$ cat src/rtl/flash_stream_pkg.sv
// Shared types and address-step helper for the flash stream reader.
// State codes are plain constants so older tooling can decode them.
package flash_stream_pkg;

    localparam int NWA_W = 32;

    typedef logic [2:0] state_t;

    localparam state_t ST_IDLE  = 3'd0;
    localparam state_t ST_READ  = 3'd1;
    localparam state_t ST_WAIT  = 3'd2;
    localparam state_t ST_EMIT  = 3'd3;
    localparam state_t ST_DRAIN = 3'd4;
    localparam state_t ST_DONE  = 3'd5;

    typedef struct packed {
        logic [NWA_W-1:0] addr;
        logic             at_boundary;
    } next_addr_t;

    // The boundary is tested before stepping, so the address never leaves [lo, hi].
    function automatic next_addr_t next_word_addr(
        input logic [NWA_W-1:0] cur,
        input logic [NWA_W-1:0] lo,
        input logic [NWA_W-1:0] hi,
        input logic             dir,
        input logic             loop,
        input logic             rev
    );
        next_addr_t r;
        r.at_boundary = dir ? (cur == lo) : (cur == hi);
        if (!r.at_boundary) begin
            r.addr = dir ? (cur - NWA_W'(1)) : (cur + NWA_W'(1));
        end else if (loop) begin
            r.addr = rev ? hi : lo;
        end else begin
            r.addr = cur;
        end
        return r;
    endfunction

endpackage

$ cat src/rtl/flash_stream_reader_unpacker.sv
// flash_word_unpacker: holds one fetched flash word and walks its samples
// low-to-high (dir=0) or high-to-low (dir=1).
module flash_word_unpacker #(
    parameter int DATA_W   = 32,
    parameter int SAMPLE_W = 16
) (
    input  logic                clk,
    input  logic                reset,
    input  logic                load,
    input  logic [DATA_W-1:0]   word,
    input  logic                dir,
    input  logic                advance,
    output logic [SAMPLE_W-1:0] sample_data,
    output logic                last_sample
);

    localparam int SAMPLES = DATA_W / SAMPLE_W;
    localparam int IDX_W   = (SAMPLES > 1) ? $clog2(SAMPLES) : 1;
    localparam logic [IDX_W-1:0] IDX_LAST = IDX_W'(SAMPLES - 1);

    logic [DATA_W-1:0] word_r;
    logic [IDX_W-1:0]  idx_r;

    // Captured word and sample index; the index only moves on a handshake.
    always_ff @(posedge clk) begin
        if (reset) begin
            word_r <= {DATA_W{1'b0}};
            idx_r  <= {IDX_W{1'b0}};
        end else if (load) begin
            word_r <= word;
            idx_r  <= dir ? IDX_LAST : {IDX_W{1'b0}};
        end else if (advance) begin
            idx_r  <= dir ? (idx_r - IDX_W'(1)) : (idx_r + IDX_W'(1));
        end
    end

    assign sample_data = SAMPLE_W'(word_r >> (32'(idx_r) * SAMPLE_W));
    assign last_sample = dir ? (idx_r == {IDX_W{1'b0}}) : (idx_r == IDX_LAST);

endmodule

$ cat src/rtl/flash_stream_reader.sv
// Avalon-MM read master that streams a flash window [start_addr, end_addr]
// as SAMPLE_W-bit samples, forward or reverse, one-shot or looping.
module flash_stream_reader
    import flash_stream_pkg::*;
#(
    parameter int ADDR_W   = 23,
    parameter int DATA_W   = 32,
    parameter int SAMPLE_W = 16
) (
    input  logic                clk,
    input  logic                reset,
    input  logic                start,
    input  logic                stop,
    input  logic                reverse,
    input  logic                loop,
    input  logic [ADDR_W-1:0]   start_addr,
    input  logic [ADDR_W-1:0]   end_addr,
    output logic [ADDR_W-1:0]   flash_mem_address,
    output logic                flash_mem_read,
    input  logic                flash_mem_waitrequest,
    input  logic [DATA_W-1:0]   flash_mem_readdata,
    input  logic                flash_mem_readdatavalid,
    output logic [SAMPLE_W-1:0] sample_data,
    output logic                sample_valid,
    input  logic                sample_ready,
    output logic                busy,
    output logic                done
);

    if ((DATA_W % SAMPLE_W) != 0 || SAMPLE_W > DATA_W || ADDR_W > NWA_W) begin : g_param_check
        $error("flash_stream_reader: DATA_W must be a multiple of SAMPLE_W and ADDR_W <= 32");
    end

    state_t            state_r, state_n;
    logic [ADDR_W-1:0] lo_r, hi_r, cur_r;
    logic [ADDR_W-1:0] hi_new_s, cur_next_s;
    logic              dir_r;
    logic              read_r, valid_r, busy_r, done_r;
    logic              load_start_s, accept_s, step_s, word_load_s, advance_s, finish_s;
    logic              last_sample_s;
    next_addr_t        nxt_s;

    // An inverted window collapses to the single word at start_addr.
    assign hi_new_s   = (end_addr < start_addr) ? start_addr : end_addr;
    assign nxt_s      = next_word_addr(NWA_W'(cur_r), NWA_W'(lo_r), NWA_W'(hi_r),
                                       dir_r, loop, reverse);
    assign cur_next_s = ADDR_W'(nxt_s.addr);

    flash_word_unpacker #(
        .DATA_W   (DATA_W),
        .SAMPLE_W (SAMPLE_W)
    ) u_unpacker (
        .clk         (clk),
        .reset       (reset),
        .load        (word_load_s),
        .word        (flash_mem_readdata),
        .dir         (dir_r),
        .advance     (advance_s),
        .sample_data (sample_data),
        .last_sample (last_sample_s)
    );

    // Next-state decode; stop overrides every other transition.
    always_comb begin
        state_n      = state_r;
        load_start_s = 1'b0;
        accept_s     = 1'b0;
        step_s       = 1'b0;
        word_load_s  = 1'b0;
        advance_s    = 1'b0;
        finish_s     = 1'b0;
        case (state_r)
            ST_IDLE, ST_DONE: begin
                if (stop) begin
                    state_n = ST_IDLE;
                end else if (start) begin
                    state_n      = ST_READ;
                    load_start_s = 1'b1;
                end else begin
                    state_n = state_r;
                end
            end
            ST_READ: begin
                if (!flash_mem_waitrequest) begin
                    accept_s = 1'b1;
                    state_n  = stop ? ST_DRAIN : ST_WAIT;
                end else if (stop) begin
                    state_n = ST_IDLE;
                end else begin
                    state_n = ST_READ;
                end
            end
            ST_WAIT: begin
                // Data arriving together with stop completes the read, so nothing to drain.
                if (flash_mem_readdatavalid) begin
                    state_n     = stop ? ST_IDLE : ST_EMIT;
                    word_load_s = !stop;
                end else if (stop) begin
                    state_n = ST_DRAIN;
                end else begin
                    state_n = ST_WAIT;
                end
            end
            ST_EMIT: begin
                if (stop) begin
                    state_n = ST_IDLE;
                end else if (sample_ready) begin
                    advance_s = 1'b1;
                    if (!last_sample_s) begin
                        state_n = ST_EMIT;
                    end else if (!nxt_s.at_boundary || loop) begin
                        step_s  = 1'b1;
                        state_n = ST_READ;
                    end else begin
                        finish_s = 1'b1;
                        state_n  = ST_DONE;
                    end
                end else begin
                    state_n = ST_EMIT;
                end
            end
            ST_DRAIN: begin
                if (flash_mem_readdatavalid) begin
                    state_n = ST_IDLE;
                end else begin
                    state_n = ST_DRAIN;
                end
            end
            default: begin
                state_n = ST_IDLE;
            end
        endcase
    end

    // State, window registers and registered outputs.
    always_ff @(posedge clk) begin
        if (reset) begin
            state_r <= ST_IDLE;
            lo_r    <= {ADDR_W{1'b0}};
            hi_r    <= {ADDR_W{1'b0}};
            cur_r   <= {ADDR_W{1'b0}};
            dir_r   <= 1'b0;
            read_r  <= 1'b0;
            valid_r <= 1'b0;
            busy_r  <= 1'b0;
            done_r  <= 1'b0;
        end else begin
            state_r <= state_n;
            read_r  <= (state_n == ST_READ);
            valid_r <= (state_n == ST_EMIT);
            busy_r  <= !((state_n == ST_IDLE) || (state_n == ST_DONE));
            done_r  <= finish_s;
            if (load_start_s) begin
                lo_r  <= start_addr;
                hi_r  <= hi_new_s;
                cur_r <= reverse ? hi_new_s : start_addr;
            end else if (step_s) begin
                cur_r <= cur_next_s;
            end
            if (accept_s) begin
                dir_r <= reverse;
            end
        end
    end

    assign flash_mem_address = cur_r;
    assign flash_mem_read    = read_r;
    assign sample_valid      = valid_r;
    assign busy              = busy_r;
    assign done              = done_r;

endmodule

$ cat config.mk
export PLATFORM = sky130hd
export DESIGN_NAME = flash_stream_reader
export DESIGN_NICKNAME = d
export VERILOG_FILES = /design/src/rtl/flash_stream_pkg.sv /design/src/rtl/flash_stream_reader_unpacker.sv /design/src/rtl/flash_stream_reader.sv
export SDC_FILE = /design/constraint.sdc
export NUM_CORES = 1
export LEC_CHECK = 0
export CAP_MARGIN = 40
export CORE_ASPECT_RATIO = 0.6
export CORE_UTILIZATION = 54
export DETAILED_ROUTE_END_ITERATION = 7
export GPL_TIMING_DRIVEN = 0
export PLACE_DENSITY = 0.88
export SLEW_MARGIN = 25
export SYNTH_ARGS = -nofsm -noshare
export SYNTH_HDL_FRONTEND = slang
export SYNTH_SLANG_ARGS = --single-unit
$ cat constraint.sdc
create_clock -name clk -period 4.6 [get_ports clk]
set_input_delay 1.38 -clock clk [delete_from_list [all_inputs] [get_ports clk]]
set_output_delay 1.38 -clock clk [all_outputs]
set_load 0.01 [all_outputs]
==> Word-level counts from Yosys, hierarchy flattened <==
Cells that the tools add are included.
{ "word_totals": {"out_inout_bits": 43, "reg_bits": 110, "word_cells": 87, "inputBits": 87} }
{ "op_classes": {"n_shift": 1, "magnitude_cmp": 1, "reduce_logical": 12, "n_addsub": 4, "eq_ne": 11, "bitwise_logic": 4, "n_mux": 43} }
{ "ops": {"columns": ["operator", "n"], "rows": [
  ["23-bit two-way mux", 8],
  ["23-bit equality test", 2],
  ["32-bit by 5-bit right shift with 16-bit output", 1],
  ["3-bit two-way mux", 10],
  ["23-bit by 1-bit adder with 23-bit output (second input constant)", 1],
  ["23-bit < comparator", 1],
  ["1-bit two-way mux", 23],
  ["23-bit by 1-bit subtractor with 23-bit output (second input constant)", 1],
  ["3-bit case mux with 5 select lines", 1],
  ["3-bit by 2-bit equality test with 1-bit output (second input constant)", 3],
  ["3-bit equality test (second input constant)", 3],
  ["3-bit by 1-bit equality test with 1-bit output (second input constant)", 2],
  ["3-bit logical NOT", 2],
  ["5-bit OR reduction", 1],
  ["1-bit NOT", 4],
  ["2-bit nonzero test", 2],
  ["1-bit logical NOT", 3],
  ["3-bit != test (second input constant)", 1],
  ["1-bit logical OR", 2],
  ["2-bit two-way mux", 1],
  ["2-bit AND reduction", 1],
  ["2-bit OR reduction", 1],
  ["1-bit adder (second input constant)", 1],
  ["1-bit subtractor (second input constant)", 1]
]} }

==> Longest topological paths before layout <==
Gate-level depths: netlist (run 1).
{ "depth": {"word_depth": 12, "depth_mapped": 13, "ltp_nobuf": 11} }

==> Modules after synthesis <==
Synthesis (run 1) repeated with hierarchy kept, for this count alone.
{ "unflattened": {"cells_unflattened": 883, "hier_area_um2": 7567.3} }
{ "by_module_without_submodules": {"columns": ["mod", "instances", "area_each_um2", "seq_area_each_um2", "cells_per_inst"], "rows": [
  ["flash_stream_reader", 1, 6107.1, 1541.5, 755],
  ["flash_word_unpacker", 1, 1460.2, 660.6, 128]
]} }

==> Worst setup path after synthesis (run 1) <==
Ideal clock, no wire load.
{ "synth_timing": {"path_type": "input-to-reg", "start": "input port start_addr[18]", "end": "register cur_r[15] (netlist: flash_mem_address[15])", "required_time_ps": 4472, "setup_time_ps": 128, "path_buffers": 2, "stages": 12, "t_arrival_ps": 3474, "setup_slack_ps": 998, "cell_sequence": "inv_1 -> ha_1 -> nand4_1 -> nor4_1 -> nand2_1 -> o211ai_1 -> and2_1 -> clkbuf_1 -> clkbuf_1 -> o21ai_0 -> a222oi_1 -> nor2_1"} }
{ "synth_between": {"elab_chain_cells": 4} }
{ "synth_lines": {"columns": ["element", "line_no", "rtl"], "rows": [
  ["start, declared", "flash_stream_reader.sv:16", "input logic [ADDR_W-1:0] start_addr,"],
  ["23-bit < comparator", "flash_stream_reader.sv:44", "assign hi_new_s = (end_addr < start_addr) ? start_addr : end_addr;"],
  ["23-bit two-way mux", "flash_stream_reader.sv:44", null],
  ["23-bit two-way mux", "flash_stream_reader.sv:156", "cur_r <= reverse ? hi_new_s : start_addr;"],
  ["23-bit two-way mux", "flash_stream_reader.sv:153", "if (load_start_s) begin"],
  ["end signal, assigned", "flash_stream_reader.sv:141", "cur_r <= {ADDR_W{1'b0}};"],
  ["end signal, assigned", "flash_stream_reader.sv:156", null],
  ["end signal, assigned", "flash_stream_reader.sv:158", "cur_r <= cur_next_s;"],
  ["end, declared", "flash_stream_reader.sv:35", "logic [ADDR_W-1:0] lo_r, hi_r, cur_r;"]
]} }
Every way passes these cells.
A chain may end at the register's enable or synchronous reset.

==> Final worst setup path (run 1) <==
{ "layout_timing": {"start": "input port start_addr[16]", "end": "register cur_r[15] (netlist: flash_mem_address[15])"} }
The elaborated chain is that of the path after synthesis.

==> results of run 1 <==
==> registers in the layout (all words and copies together) (netlist names) <==
register	cells
state_r	3
flash_mem_read	1
sample_valid	1
u_unpacker.word_r	32
hi_r	23
busy	1
u_unpacker.idx_r	1
lo_r	23
dir_r	1
done	1
flash_mem_address	23
==> synthesized netlist by cell type (all sizes together) (9+ instances only) <==
cell type	number
a211oi	31
a21o	9
a21oi	131
a31oi	12
buf	16
clkbuf	44
dfxtp	110
ha	43
inv	28
mux2	22
mux2i	51
nand2	171
nor2	83
nor2b	10
nor3	9
o211ai	13
o21ai	28
xnor2	35
xor2	9
==> worst min path at each step <==
stage                                               endpoint  slack [ps]
after detailed placement   u_unpacker.word_r[4]$_SDFFE_PP0P_         450
after global routing       u_unpacker.word_r[0]$_SDFFE_PP0P_         470
after global placement    u_unpacker.word_r[21]$_SDFFE_PP0P_         440
after floorplan           u_unpacker.word_r[16]$_SDFFE_PP0P_         430
final                     u_unpacker.word_r[17]$_SDFFE_PP0P_         460
after CTS                  u_unpacker.word_r[4]$_SDFFE_PP0P_         460
==> power breakdown <==
| part | internal (mW) | total (mW) | leakage, nW | switching [mW] |
|---|---|---|---|---|
| sequential | 0.996 | 1.06 | 0.896 | 0.0620 |
| clock | 0.474 | 0.850 | 0.161 | 0.376 |
| combinational | 0.262 | 0.601 | 2.38 | 0.339 |
| total | 1.73 | 2.51 | 3.44 | 0.776 |
==> metal layers <==
layer | track usage, % | vias to the layer above
met4 | 6.63 | 0
li1 | - | 3603
met3 | 16.2 | 44
met5 | 2.56 | -
met1 | 53.9 | 3569
met2 | 47.8 | 486
==> cell type report <==
type,count,area [um2],share of cell area (%)
multi-input cells,744,4690,51.5
flip-flops and latches,110,2200,24.2
repair buffers,129,1290,14.2
plain buffers,59,284,3.12
clock buffers,12,267,2.92
well taps,170,213,2.33
inverters,28,105,1.15
clock inverters,4,58.8,0.645
==> worst max-delay path: stages <==
cell and delay (ps):
clkdlybuf4s50_1 570, inv_1 90, ha_1 300, nand4_1 120, nor4_1 400, nand2_1 90, o211ai_1 280, and2_1 400
clkbuf_2 290, o21ai_0 280, a222oi_1 390, nor2_1 70
==> cells by family (layout without fill, tap and decap cells) <==
group / count (synthesis) / in the layout / synth area share (%)
adders and majority gates: 44 / 44 / 7.66
muxes: 73 / 73 / 10.4
buffers and inverters: 88 / 232 / 5.37
and+or+nand+nor: 321 / 321 / 19.3
xor gates and xnor gates: 44 / 44 / 5.29
AOI/OAI and AO/OA: 262 / 262 / 21.8
DFF: 110 / 110 / 30.2
==> per-stage QoR <==
stage,cell area (um2),hold slack (ps),std cells,setup TNS [ps]
final,9120,458,1256,0
after global placement,8780,440,1240,-896
after floorplan,7290,433,942,0
after global routing,9120,474,1256,0
after CTS,9110,457,1256,0
after detailed placement,8780,446,1240,-1180
==> run metrics, run 1 <==
antenna violations before repair=0; Final Hold Vio Count=0; Placement Setup Slack=-275 ps; GRT Total Usage=36.6%; Final Wtd Congestion=1.00; Core Region=0.0130 mm2; clk_skew=about 10 ps; r2r worst-path depth=13; # DRC=10; status=finished, violations left; CP Capture Type=flop; CTS Sinks=between 100 and 150; FF-to-FF setup slack=1220 ps; Clock Latency Late Sink=360 ps; Final WS setup=158 ps; metal3 WL=4.18 mm; die area=0.0140 mm2; Synth Instances=about 940; Yosys cell types=67; Fillers=1055; worst-path maximum fanout=10; Synth async-reset ratio=0%; peak supply drop=about 0.19 mV; reg2reg end=flash_mem_address[22]$_SDFFE_PP0P_; Slew headroom=roughly half; Critical Path RT=approximately 4800 ps; synthesis-to-finish area growth=25.1%; row count=32; Initial Util=roughly 56%; First DRT Iteration DRCs=978; vias per cell=6.13; Synth Warn #=0; metal2 WL=9.55 mm; CTS buffer count=9; Clk pin slew, worst setup/hold paths=80 ps; Avg Cell Area, Syn=7.74 um2; layout cells sized above 1=5.71%; input/output buffers=128; Tot Pwr=~2.5 mW; Hold Buf Count CTS=0; max-slew violations=0; mapped cell area=0.00729 mm2; Routed WL=about 25 mm; diode count=0; Hold Crit Start=u_unpacker.word_r[17]$_SDFFE_PP0P_; Die Ht=92.0 um; Hold Crit Depth=2; min Tclk post-route=roughly 4400 ps; EDFF count, synth=0; post-CTS sizing=0; f_max=0.225 GHz; RSZ-0062 raised after global routing=false; post-CTS setup buffers=0; post-synthesis sequential area ratio=30.2%; worst slew pin tran=760 ps; Startpoint Class=primary input; GRT overflow=0; clk root buf=clkbuf_16; Max Used Layer=met4; first-pass GRT wire length=39.1 mm; WL met1=11.3 mm; top-area cell type share of the netlist area=30.2%; Hold Crit Class=flop to flop; antenna-violating nets left=0; Worst Setup Path Type=primary input to flop; worst r2r src=dir_r$_SDFFE_PP0P_; Final #Nets=1212; syn nets=1073; via count=7702; commonest cells after routing, fill and taps aside=171 x nand2_1, 131 x a21oi_1, 128 x clkdlybuf4s50_1; Leak=about 3.4 nW; failing checks=design-rule violations; CP Capture Point=flash_mem_address[15]$_SDFFE_PP0P_; Finished Core Util=70.1%; I/O Pins=130; H-tree level count=3; Setup crit start=start_addr[16]; Tcrit/Tclk final=96.6%; drt wl/cell=20.2 um; Synth area leader=dfxtp_1; Synth Register Bits=110; CP arrival=~4700 ps; top cells by area, synth=dfxtp_1 30%, a21oi_1 9.0%, nand2_1 8.8%; Chip Width=152 um; count of final setup violators=0; CTS tree=built; number of global-route vias before repair=7012; dpl hpwl=19.9 mm; max-cap violations=0; Pwr Density=275 mW/mm2; Most used DFF post-synth=dfxtp_1; commonest non-fill, non-tap cell in the layout=nand2_1; Pre-antenna DRT Iters=8; largest net degree at the start of global routing=23; Clock Tree Buf Depth=2
(Power assumes the default switching activity.)
==> inputs of run 2 (changes only) <==
CORE_UTILIZATION = 43   (was 54)
PLACE_DENSITY = 0.73   (was 0.88)
==> run 2 against run 1 <==
Power down 0.93%. Non-clock buffer count unchanged. Via count down 2.1%. The flow now finishes without violations. Combinational power about the same. Worst hold slack worse by 5.4 ps. Sequential share of layout area down 0.17 points. Die area up 25%. Flip-flop and latch count unchanged. Global-route usage down 7.6 points. Register-to-register slack better by 50 ps. Largest cell class unchanged. Cell count up 4.6%. Worst setup slack better by 100 ps.
==> run metrics, run 2 (synthesis results as in run 1) <==
status=finished clean; peak supply drop=0.183 mV; register area=0.00220 mm2; Placement Setup Slack=-351 ps; Fillers=1545; worst r2r src=dir_r$_SDFFE_PP0P_; r2r worst-path depth=13; commonest cells after routing, fill and taps aside=171 x nand2_1, 131 x a21oi_1, 128 x clkdlybuf4s50_1; combinational group share of total power=24.1%; Tcrit/Tclk final=94.4%; dpl hpwl=between 20 and 25 mm; Die Ht=roughly 100 um; row count=36; Startpoint Class=primary input; Leak=about 3.4 nW; Tot Pwr=2.49 mW; GRT Total Usage=29.0%; Chip Width=170 um; Clk pin slew, worst setup/hold paths=70 ps; first-pass GRT wire length=between 30 and 40 mm; clock power share=33.3%; largest net degree at the start of global routing=20; Clock Tree Buf Depth=2; Clock Latency Late Sink=360 ps; clk root buf=clkbuf_16; GRT overflow=0; antenna-violating nets left=0; I/O Pins=130; Int Pwr=1.70 mW; CP arrival=4640 ps; Final WS setup=between 200 and 300 ps; Hold Crit Class=flop to flop; CP Capture Type=flop; CTS Sinks=110; Largest Register=u_unpacker.word_r; layout cells sized above 1=5.80%; # DRC=0; Worst Setup Path Type=primary input to flop; diode count=0; Final Wtd Congestion=approximately 0.95; area of the multi-input gates=0.00470 mm2; commonest non-fill, non-tap cell in the layout=nand2_1; CTS buffer count=9; Sequential Power Share=between 40% and 50%; synthesis-to-finish area growth=26.0%; Pre-antenna DRT Iters=5; die area=approximately 0.017 mm2; Final #Nets=around 1200; Sw Share=roughly a third; Final Hold Vio Count=0; worst-path maximum fanout=10; Core Region=around 0.016 mm2; Critical Path RT=around 4900 ps; max-slew violations=0; First DRT Iteration DRCs=1054; Hold Crit Start=u_unpacker.word_r[28]$_SDFFE_PP0P_; antenna violations before repair=0; worst slew pin tran=758 ps; max-cap violations=0; Slew headroom=49.5%; max reg flops=32; vias per cell=5.74; switching pwr=0.782 mW; drt wl/cell=around 19 um; RSZ-0062 raised after global routing=false; input/output buffers=between 100 and 150; Hold Buf Count CTS=0; via count=between 7000 and 8000; min Tclk post-route=roughly 4300 ps; Pwr Density=271 mW/mm2; Setup crit start=start_addr[8]; H-tree level count=3; f_max=between 0.2 and 0.25 GHz; count of final setup violators=0; CTS tree=built; clk_skew=between 10 and 15 ps; Initial Util=44.5%; Routed WL=~25 mm; number of global-route vias before repair=around 6500; Hold Crit Depth=2
run 2: changes by cell type in the layout (fill, tap and decap cells not counted):
| cell | change |
|---|---|
| clkinvlp_4 | +1 |
| clkbuf_8 | -2 |
| clkbuf_2 | +1 |
| nor4_1 | -1 |
| nor4_2 | +1 |
run 2: cell type report:
| cell class | count | share of cell area (%) |
|---|---|---|
| Multi-Input combinational cell | 744 | 51.2 |
| Sequential cell | 110 | 24.0 |
| Timing Repair Buffer | 129 | 14.1 |
| Buffer | 59 | 3.11 |
| Tap cell | 228 | 3.11 |
| Clock buffer | 11 | 2.64 |
| Inverter | 28 | 1.14 |
| Clock inverter | 5 | 0.722 |
run 2: power groups by stage:
stage / registers (mW) / logic (mW) / clock network [mW]
after detailed placement: 1.07 / 0.577 / 0
after global placement: 1.07 / 0.569 / 0
final: 1.06 / 0.599 / 0.828
after CTS: 1.05 / 0.581 / 0.827
after floorplan: 1.06 / 0.339 / 0
after global routing: 1.06 / 0.644 / 0.865
run 2: path summary, 6_finish.rpt:
kind              slack [ps]                            endpoint
setup / recovery         260  flash_mem_address[19]$_SDFFE_PP0P_
hold / removal           450  u_unpacker.word_r[28]$_SDFFE_PP0P_
setup reg to reg        1270  flash_mem_address[22]$_SDFFE_PP0P_
hold reg to reg          450  u_unpacker.word_r[28]$_SDFFE_PP0P_
run 2: routing by layer:
layer  global-route usage, %  part of all wire [%]
met5                       0                     0
met4                    5.34                  0.79
met3                    10.2                    14
met2                    36.0                    36
met1                    45.8                    49
run 2: critical path, stage by stage:
cell	delay, ps
clkdlybuf4s50_1	590
inv_1	90
ha_1	310
a21oi_1	150
o21ai_0	130
a221oi_1	300
o211ai_1	190
nand2_1	320
clkbuf_1	460
nand2_1	110
a31oi_1	390
o211a_1	220
run 2: what timing repair did:
item	in CTS	in global routing
endpoints found under the setup margin	0	10
resized for setup	0	5
setup buffers	0	0
run 2: per-stage QoR:
| stage | hold slack [ps] | area [um2] | TNS [ps] | std cells | util [%] |
|---|---|---|---|---|---|
| global route | 471 | 9180 | 0 | 1314 | 56.0 |
| floorplan | 433 | 7290 | 0 | 942 | - |
| global placement | 439 | 8850 | -1410 | 1298 | 54.0 |
| finish | 453 | 9180 | 0 | 1314 | 56.0 |
| detailed placement | 446 | 8870 | -1810 | 1299 | 54.1 |
| CTS | 457 | 9180 | 0 | 1315 | 56.0 |
==> inputs of run 3 (changes only) <==
ABC_CLOCK_PERIOD_IN_PS = 4600   (was unset)
PLACE_DENSITY = 0.67   (was 0.73)
==> run 3 against run 2 <==
Utilization decreased by 0.061 points. Flip-flop and latch count unchanged. Die area unchanged. Sequential power about the same. Clock skew increased by 1.2 ps. Critical path depth unchanged. Cell area decreased by 0.11%. Register-to-register slack improved by 20 ps. Via count about the same. Non-clock buffer count unchanged. First-iteration DRC count decreased by 6.3%. Power decreased by 0.83%. Critical endpoint is now flash_mem_address[15]$_SDFFE_PP0P_.
==> run metrics, run 3 (synthesis results as in run 1) <==
status=finished clean; clk root buf=clkbuf_16; layout cells sized above 1=5.71%; RSZ-0062 raised after global routing=false; Core Region=0.0164 mm2; CP arrival=~4700 ps; CTS Sinks=110; antenna-violating nets left=0; vias per cell=5.74; First DRT Iteration DRCs=a little under 1000; Startpoint Class=primary input; Final #Nets=1212; I/O Pins=130; f_max=0.225 GHz; CP Capture Type=flop; Initial Util=44.5%; worst-path maximum fanout=10; # DRC=0; Leak=3.43 nW; area of the multi-input gates=0.00469 mm2; number of global-route vias before repair=6448; Post-Layout Cell Count=~1300; Fillers=between 1500 and 2000; WL met1=12.9 mm; r2r worst-path depth=13; Hold WS=457 ps; clk_skew=14.0 ps; Hold Crit Start=u_unpacker.word_r[4]$_SDFFE_PP0P_; diode count=0; CTS tree=built; Tcrit/Tclk final=a little over nine tenths; row count=36; Clock Tree Buf Depth=2; max reg flops=32; metal2 WL=approximately 9 mm; input/output buffers=128; Slew headroom=~45%; die area=0.0175 mm2; Critical Path RT=between 4000 and 5000 ps; worst r2r src=dir_r$_SDFFE_PP0P_; H-tree level count=3; Routed WL=25.8 mm; Final Hold Vio Count=0; post-CTS setup buffers=0; first-pass GRT wire length=38.5 mm; reg2reg end=flash_mem_address[22]$_SDFFE_PP0P_; Die Ht=103 um; commonest cells after routing, fill and taps aside=171 x nand2_1, 131 x a21oi_1, 128 x clkdlybuf4s50_1; Final Wtd Congestion=0.939; worst slew pin tran=a little over 800 ps; dpl hpwl=20.6 mm; commonest non-fill, non-tap cell in the layout=nand2_1; Largest Register=u_unpacker.word_r; antenna violations before repair=0; CTS buffer count=9; Hold Crit Depth=2; Hold Crit Class=flop to flop; GRT overflow=0; count of final setup violators=0; Max Used Layer=met4; GRT Total Usage=29.7%; Hold Path Sink=u_unpacker.word_r[4]$_SDFFE_PP0P_; drt wl/cell=roughly 20 um; Chip Width=170 um; Worst Setup Path Type=primary input to flop; Pre-antenna DRT Iters=5; Pwr Density=269 mW/mm2; placed cells=1299; Clk pin slew, worst setup/hold paths=80 ps; Clock Latency Late Sink=360 ps; synthesis-to-finish area growth=25.8%; register area=~0.0022 mm2; metal3 WL=between 3 and 4 mm; min Tclk post-route=about 4400 ps; max-cap violations=0; FF-to-FF setup slack=1290 ps; largest net degree at the start of global routing=23; via count=roughly 7500; max-slew violations=0; peak supply drop=~0.16 mV; Finished Core Util=between 50 and 60%
## run 3: changes by cell type in the layout (fill, tap and decap cells not counted), sizes merged
cell / before / now
clkinv: 1 / 3
clkbuf: 54 / 52
bufinv: 1 / 0
clkinvlp: 1 / 0
inv: 30 / 32
## run 3: worst max-delay path by stage
stage | from | endpoint | depth (start not counted)
finish | start_addr[11] | flash_mem_address[15]$_SDFFE_PP0P_ | 12
global route | start_addr[16] | flash_mem_address[15]$_SDFFE_PP0P_ | 12
CTS | start_addr[16] | flash_mem_address[15]$_SDFFE_PP0P_ | 13
detailed placement | start_addr[16] | flash_mem_address[15]$_SDFFE_PP0P_ | 13
global placement | start_addr[18] | flash_mem_address[15]$_SDFFE_PP0P_ | 13
floorplan | start_addr[18] | flash_mem_address[15]$_SDFFE_PP0P_ | 12
## run 3: metal layers
layer,vias to the layer above,track usage [%]
li1,3612,-
met1,3470,49.2
met2,440,36.2
met3,15,8.37
met4,0,4.37
met5,-,0
## run 3: critical path, cell delays in order
cell and delay (ps):
clkdlybuf4s50_1 600, inv_1 130, ha_1 300, nand2_1 50, nor4_1 360, nand2_1 90, o211ai_1 320, and2_1 430
clkbuf_2 290, o21ai_0 240, a222oi_1 390, nor2_1 70
## run 3: power by group
group / internal, mW / switching (mW) / leakage, nW
clock: 0.390 / 0.417 / 0.150
sequential: 0.996 / 0.0612 / 0.896
combinational: 0.262 / 0.339 / 2.38
total: 1.65 / 0.817 / 3.43
## run 3: final cells by class
| class | instances | share of cell area, % |
|---|---|---|
| buffer | 59 | 3.10 |
| sequential | 110 | 24.0 |
| clock inverter | 7 | 0.887 |
| multi-input combinational | 744 | 51.2 |
| timing repair buffer | 129 | 14.1 |
| inverter | 28 | 1.15 |
| clock buffer | 9 | 2.46 |
| tap | 228 | 3.11 |
## run 3: through the flow
stage | TNS [ps] | worst slack [ps] | total power, mW | area, um2
finish | 0 | 158 | 2.46 | 9170
global route | 0 | 4.90 | 2.57 | 9170
floorplan | 0 | 998 | 1.40 | 7290
global placement | -1640 | -317 | 1.65 | 8850
CTS | 0 | 0.894 | 2.45 | 9170
detailed placement | -2280 | -383 | 1.66 | 8870
## run 3: timing repair
action,4_1_cts,5_1_grt
hold buffers,0,0
resized for setup,0,2
setup endpoints to repair,0,7
